[src/rtl/hdmi_period_scheduler.sv]
// Per-pixel HDMI period sequencer: classifies each raster pixel into control, video or
// data-island periods and pulls 32-pixel island packets from a packet source.
module hdmi_period_scheduler #(
   parameter int unsigned BIT_WIDTH    = 10,
   parameter int unsigned BIT_HEIGHT   = 10,
   parameter int unsigned ISLAND_START = 20,
   parameter int unsigned MAX_PACKETS  = 18
) (
   input  logic                  pxl_clk,
   input  logic                  rst,
   input  logic [BIT_WIDTH-1:0]  cx,
   input  logic [BIT_HEIGHT-1:0] cy,
   input  logic [BIT_WIDTH-1:0]  frame_width,
   input  logic [BIT_WIDTH-1:0]  screen_start_x,
   input  logic [BIT_HEIGHT-1:0] screen_start_y,
   input  logic                  pkt_valid,
   output logic                  pkt_ready,
   output logic [4:0]            pkt_word,
   output logic [2:0]            mode,
   output logic [3:0]            ctl,
   output logic                  island_active
);

   // Widened x arithmetic so screen_start_x-56 style bounds never underflow.
   localparam int unsigned XW = BIT_WIDTH + 8;
   localparam int unsigned CW = $clog2(MAX_PACKETS + 1);

   localparam logic [2:0] StCtrl    = 3'd0;
   localparam logic [2:0] StIslPre  = 3'd1;
   localparam logic [2:0] StIslGbl  = 3'd2;
   localparam logic [2:0] StIslData = 3'd3;
   localparam logic [2:0] StIslGbt  = 3'd4;
   localparam logic [2:0] StVidPre  = 3'd5;
   localparam logic [2:0] StVidGb   = 3'd6;
   localparam logic [2:0] StVideo   = 3'd7;

   logic [2:0]    state_q, state_d, base_state;
   logic [4:0]    word_q, word_d;
   logic          gbt_q, gbt_d;
   logic [CW-1:0] count_q, count_d;
   logic [2:0]    mode_q, mode_d;
   logic [3:0]    ctl_q, ctl_d;
   logic          ready_q, ready_d;
   logic          isl_q, isl_d;
   logic [XW-1:0] cx_w, ssx_w;
   logic          active, handshake;

   // frame_width only bounds cx; video simply runs until the wrap.
   logic unused_fw;
   assign unused_fw = ^frame_width;

   always_comb begin
      cx_w      = XW'(cx);
      ssx_w     = XW'(screen_start_x);
      active    = (cy >= screen_start_y);
      handshake = ready_q && pkt_valid;

      // Classification for pixels outside an island.
      if (active && (cx_w + XW'(10) >= ssx_w) && (cx_w + XW'(2) < ssx_w)) begin
         base_state = StVidPre;
      end else if (active && (cx_w + XW'(2) >= ssx_w) && (cx_w < ssx_w)) begin
         base_state = StVidGb;
      end else if (active && (cx_w >= ssx_w)) begin
         base_state = StVideo;
      end else if ((cx_w == XW'(ISLAND_START)) && handshake) begin
         base_state = StIslPre;
      end else begin
         base_state = StCtrl;
      end

      state_d = base_state;
      word_d  = 5'd0;
      gbt_d   = 1'b0;
      count_d = (cx == '0) ? '0 : count_q;
      if (handshake) count_d = count_d + CW'(1);

      case (state_q)
         StIslPre: state_d = (cx_w >= XW'(ISLAND_START + 8)) ? StIslGbl : StIslPre;
         StIslGbl: state_d = (cx_w >= XW'(ISLAND_START + 10)) ? StIslData : StIslGbl;
         StIslData: begin
            if (word_q != 5'd31) begin
               state_d = StIslData;
               word_d  = word_q + 5'd1;
            end else if (handshake) begin
               state_d = StIslData;
            end else begin
               state_d = StIslGbt;
            end
         end
         StIslGbt: begin
            if (!gbt_q) begin
               state_d = StIslGbt;
               gbt_d   = 1'b1;
            end
         end
         default: ;
      endcase

      mode_d = 3'd0;
      ctl_d  = 4'b0000;
      case (state_d)
         StIslPre:  ctl_d  = 4'b0101;
         StIslGbl:  mode_d = 3'd4;
         StIslData: mode_d = 3'd3;
         StIslGbt:  mode_d = 3'd4;
         StVidPre:  ctl_d  = 4'b0001;
         StVidGb:   mode_d = 3'd2;
         StVideo:   mode_d = 3'd1;
         default: ;
      endcase

      isl_d   = (state_d == StIslPre) || (state_d == StIslGbl) ||
                (state_d == StIslData) || (state_d == StIslGbt);
      ready_d = ((state_d == StCtrl) && (cx_w == XW'(ISLAND_START - 1)) &&
                 (XW'(ISLAND_START + 66) <= ssx_w)) ||
                ((state_d == StIslData) && (word_d == 5'd31) &&
                 (cx_w + XW'(57) <= ssx_w) && (count_d < CW'(MAX_PACKETS)));
   end

   always_ff @(posedge pxl_clk) begin
      if (rst) begin
         state_q <= StCtrl;
         word_q  <= 5'd0;
         gbt_q   <= 1'b0;
         count_q <= '0;
         mode_q  <= 3'd0;
         ctl_q   <= 4'b0000;
         ready_q <= 1'b0;
         isl_q   <= 1'b0;
      end else begin
         state_q <= state_d;
         word_q  <= word_d;
         gbt_q   <= gbt_d;
         count_q <= count_d;
         mode_q  <= mode_d;
         ctl_q   <= ctl_d;
         ready_q <= ready_d;
         isl_q   <= isl_d;
      end
   end

   assign pkt_ready     = ready_q;
   assign pkt_word      = word_q;
   assign mode          = mode_q;
   assign ctl           = ctl_q;
   assign island_active = isl_q;

endmodule

[config.mk]
export PLATFORM = sky130hd
export DESIGN_NAME = hdmi_period_scheduler
export DESIGN_NICKNAME = d
export VERILOG_FILES = /design/src/rtl/hdmi_period_scheduler.sv
export SDC_FILE = /design/constraint.sdc
export NUM_CORES = 1
export LEC_CHECK = 0
export CAP_MARGIN = 20
export CORE_AREA = 5 5 73 75
export DETAILED_ROUTE_END_ITERATION = 12
export DIE_AREA = 0 0 78 80
export DONT_BUFFER_PORTS = 1
export PLACE_DENSITY = 0.76
export REMOVE_ABC_BUFFERS = 1
export SYNTH_ARGS = -nofsm -noshare
export SYNTH_HDL_FRONTEND = slang
export SYNTH_SLANG_ARGS = --single-unit
[constraint.sdc]
create_clock -name pxl_clk -period 3.6 [get_ports pxl_clk]
set_clock_uncertainty 0.1 [all_clocks]
set_input_delay 0.72 -clock pxl_clk [delete_from_list [all_inputs] [get_ports pxl_clk]]
set_output_delay 0.72 -clock pxl_clk [all_outputs]
set_load 0.01 [all_outputs]
==> reports/metrics.yaml <==
io_pins: 67
cts_resized: 0
grt_usage_pct: 20.03
setup_violations: 0
diodes: 0
vias_per_cell: 5.985
multiInputGateArea_sq_um: 2031
end_kind: "flip-flop"
min_from: "rst"
vdd_drop_max_mv: 0.1851
setup.worst_path.start_class: "input port"
route.met3.wl_microns: 367
synth_edf_count: 0
leakage_nw: 1.231
ctsRootBufferMaster: "clkbuf_8"
syn2layout_area_growth_pct: 4.333
drc: 0
coreArea_sq_um: 4598
grt_overflow: 0
io_buffers: 0
cts_setup_buffers: 0
die_w_microns: 78
max_cap_violations: 0
start_util_pct: 57.14
synthCells: 340
grt_pass1_vias: 2333
clkSinkCount: 21
yosys.cell_count.top_type: "ha_1"
antenna_found_initial: 0
num_rows: 25
cts_made_buffers: 3
met2_length_microns: 2950
die-area_sq_um: 6240
regToRegSetupSlack_ps: 1210
clock_latency_ps: 260
drtPass1Iterations: 4
min_path_cells: 1
wl_per_cell_microns: 15.49
reg2reg_depth: 10
status: "finished, final reports clean"
top_layer_used: "met4"
r2r-start: "pkt_word[0]"
ys_seq_area_share_pct: 16.00
h-tree-depth: 1
power_mw: 0.8866
grt_max_degree: 17
ctsHoldBuffers: 0
hold_path_class: "input port to flip-flop"
worst_slew_margin_rel_pct: 59.76
drtIter0Drc: 120
seq_area_sq_um: 420.4
grt_pass1_wl_microns: 10300
hpwl_microns: 5185
tns_ps: 0
rr_endpoint: "mode[2]"
finalHoldViolations: 0
synth_top_area_cell: "ha_1"
ant_nets: 0
ys.flop_type: "dfxtp_1"
ys_ff_latch: 21
clkTransAtPathRegs_ps: 80
rsz0062_at_grt: "false"
yosysTopAreaCellShare_pct: 24.76
synth_area_per_cell_sq_um: 7.728
cts_buffer_depth: 2
drt-met1-wl_microns: 2728
crit_arrival_ps: 3240
synthArstFlopShare_pct: 0
synthTopCellsByArea: "ha_1 25%, dfxtp_1 16%, xor2_1 4.7%, inv_1 4.4%, xnor2_1 4.3%"
drv_slew: 0
die_h_microns: 80
period_minus_slack_ps: 3146
worst_pin_slew_ps: 588.3
synth_cell_types: 56
max_freq_mhz: 317.9
yosys_warnings: 0
layout.nets: 448
synth_common_cells: "52 x ha_1, 31 x inv_1, 30 x nor2_1, 25 x nand2_1, 22 x a21oi_1"
gp_congestion: 0.9375
tritoncts: "built"
powerDensity_nw_per_um2: 323.4
layout-drive-gt1-share_pct: 7.018
wl_microns: 6134
fillCellCount: 426
required_ps: 3690
min_period_over_period_pct: 87.39
syn_area_sq_um: 2628
vias: 2370
hold_end: "count_q[1]"
crit_type: "input port to flip-flop"
crit_fanout: 7
[cells by family (layout without fill, tap and decap cells)]
kind of cell | after synthesis | in the layout | share of synthesized area, %
adder cells (fa/ha/maj) | 52 | 52 | 24.76
AO/OA/AOI/OAI | 74 | 74 | 18.62
flip-flops | 21 | 21 | 16.00
multiplexers | 1 | 1 | 0.5713
buffers and inverters | 42 | 43 | 6.857
XOR/XNOR | 27 | 27 | 9.000
other | 1 | 2 | 0.1427
AND/OR/NAND/NOR | 122 | 122 | 24.05
[power by group]
group | switching, mW | internal, mW | leakage [nW]
registers | 0.0402 | 0.272 | 0.171
clock network | 0.0756 | 0.0770 | 0.0255
logic | 0.228 | 0.194 | 1.04
[cell usage in the layout (no fill, tap or decap), types with 8 or more instances in the layout]
cell	instances
ha_1	52
inv_1	31
nor2_1	30
nand2_1	25
a21oi_1	22
dfxtp_1	21
o21ai_0	15
xor2_1	14
nor3_1	13
nand4_1	13
xnor2_1	13
nand3_1	8
buf_4	8
[critical path, stage by stage]
cell,delay [ps]
ha_1,250
o21ai_0,190
buf_4,160
nor2_1,50
xor2_1,140
ha_1,300
nand3_1,100
o221ai_1,130
a31oi_1,200
o31ai_1,140
nand4b_1,190
a21oi_1,270
a21bo_2,260
a21oi_1,140
[flip-flops by register name, summed over array words and instances (netlist names)]
signal,count
state_q,3
gbt_q,1
pkt_ready,1
count_q,5
pkt_word,5
mode,3
island_active,1
ctl,2
[worst max-delay path by stage]
stage	start	to	cells past startpoint
3_3_place_gp	cx[1]	mode[2]	12
4_1_cts	cx[1]	island_active	14
2_1_floorplan	cx[1]	island_active	13
5_1_grt	cx[1]	island_active	13
3_5_place_dp	cx[1]	island_active	14
6_report	cx[1]	island_active	14
[through the flow]
| step | utilization (%) | cells | setup WS [ps] | hold slack, ps | instance area [sq um] |
|---|---|---|---|---|---|
| after global placement | 58.61 | 392 | 244.4 | 409.6 | 2695 |
| after CTS | 59.62 | 396 | 489.9 | 412.3 | 2741 |
| after detailed placement | 58.61 | 392 | 240.6 | 416.2 | 2695 |
| final | 59.62 | 396 | 453.9 | 419.1 | 2741 |
| after floorplan | - | 330 | 319.0 | 380.3 | 2567 |
| after global routing | 59.62 | 396 | 266.5 | 402.7 | 2741 |
[final cells by class]
| class | instances | area share, % |
|---|---|---|
| Multi-Input combinational cell | 278 | 74.08 |
| Timing Repair Buffer | 8 | 2.191 |
| Clock inverter | 1 | 0.1826 |
| Sequential cell | 21 | 15.34 |
| Clock buffer | 3 | 1.506 |
| Tap cell | 54 | 2.465 |
| Inverter | 31 | 4.245 |
[metal layers]
metal / vias up / GRT usage (%)
li1: 1220 / -
met1: 1094 / 24.52
met2: 50 / 34.64
met3: 6 / 4.515
met4: 0 / 6.250
met5: - / 0
Power figures use the tool's default switching activity.
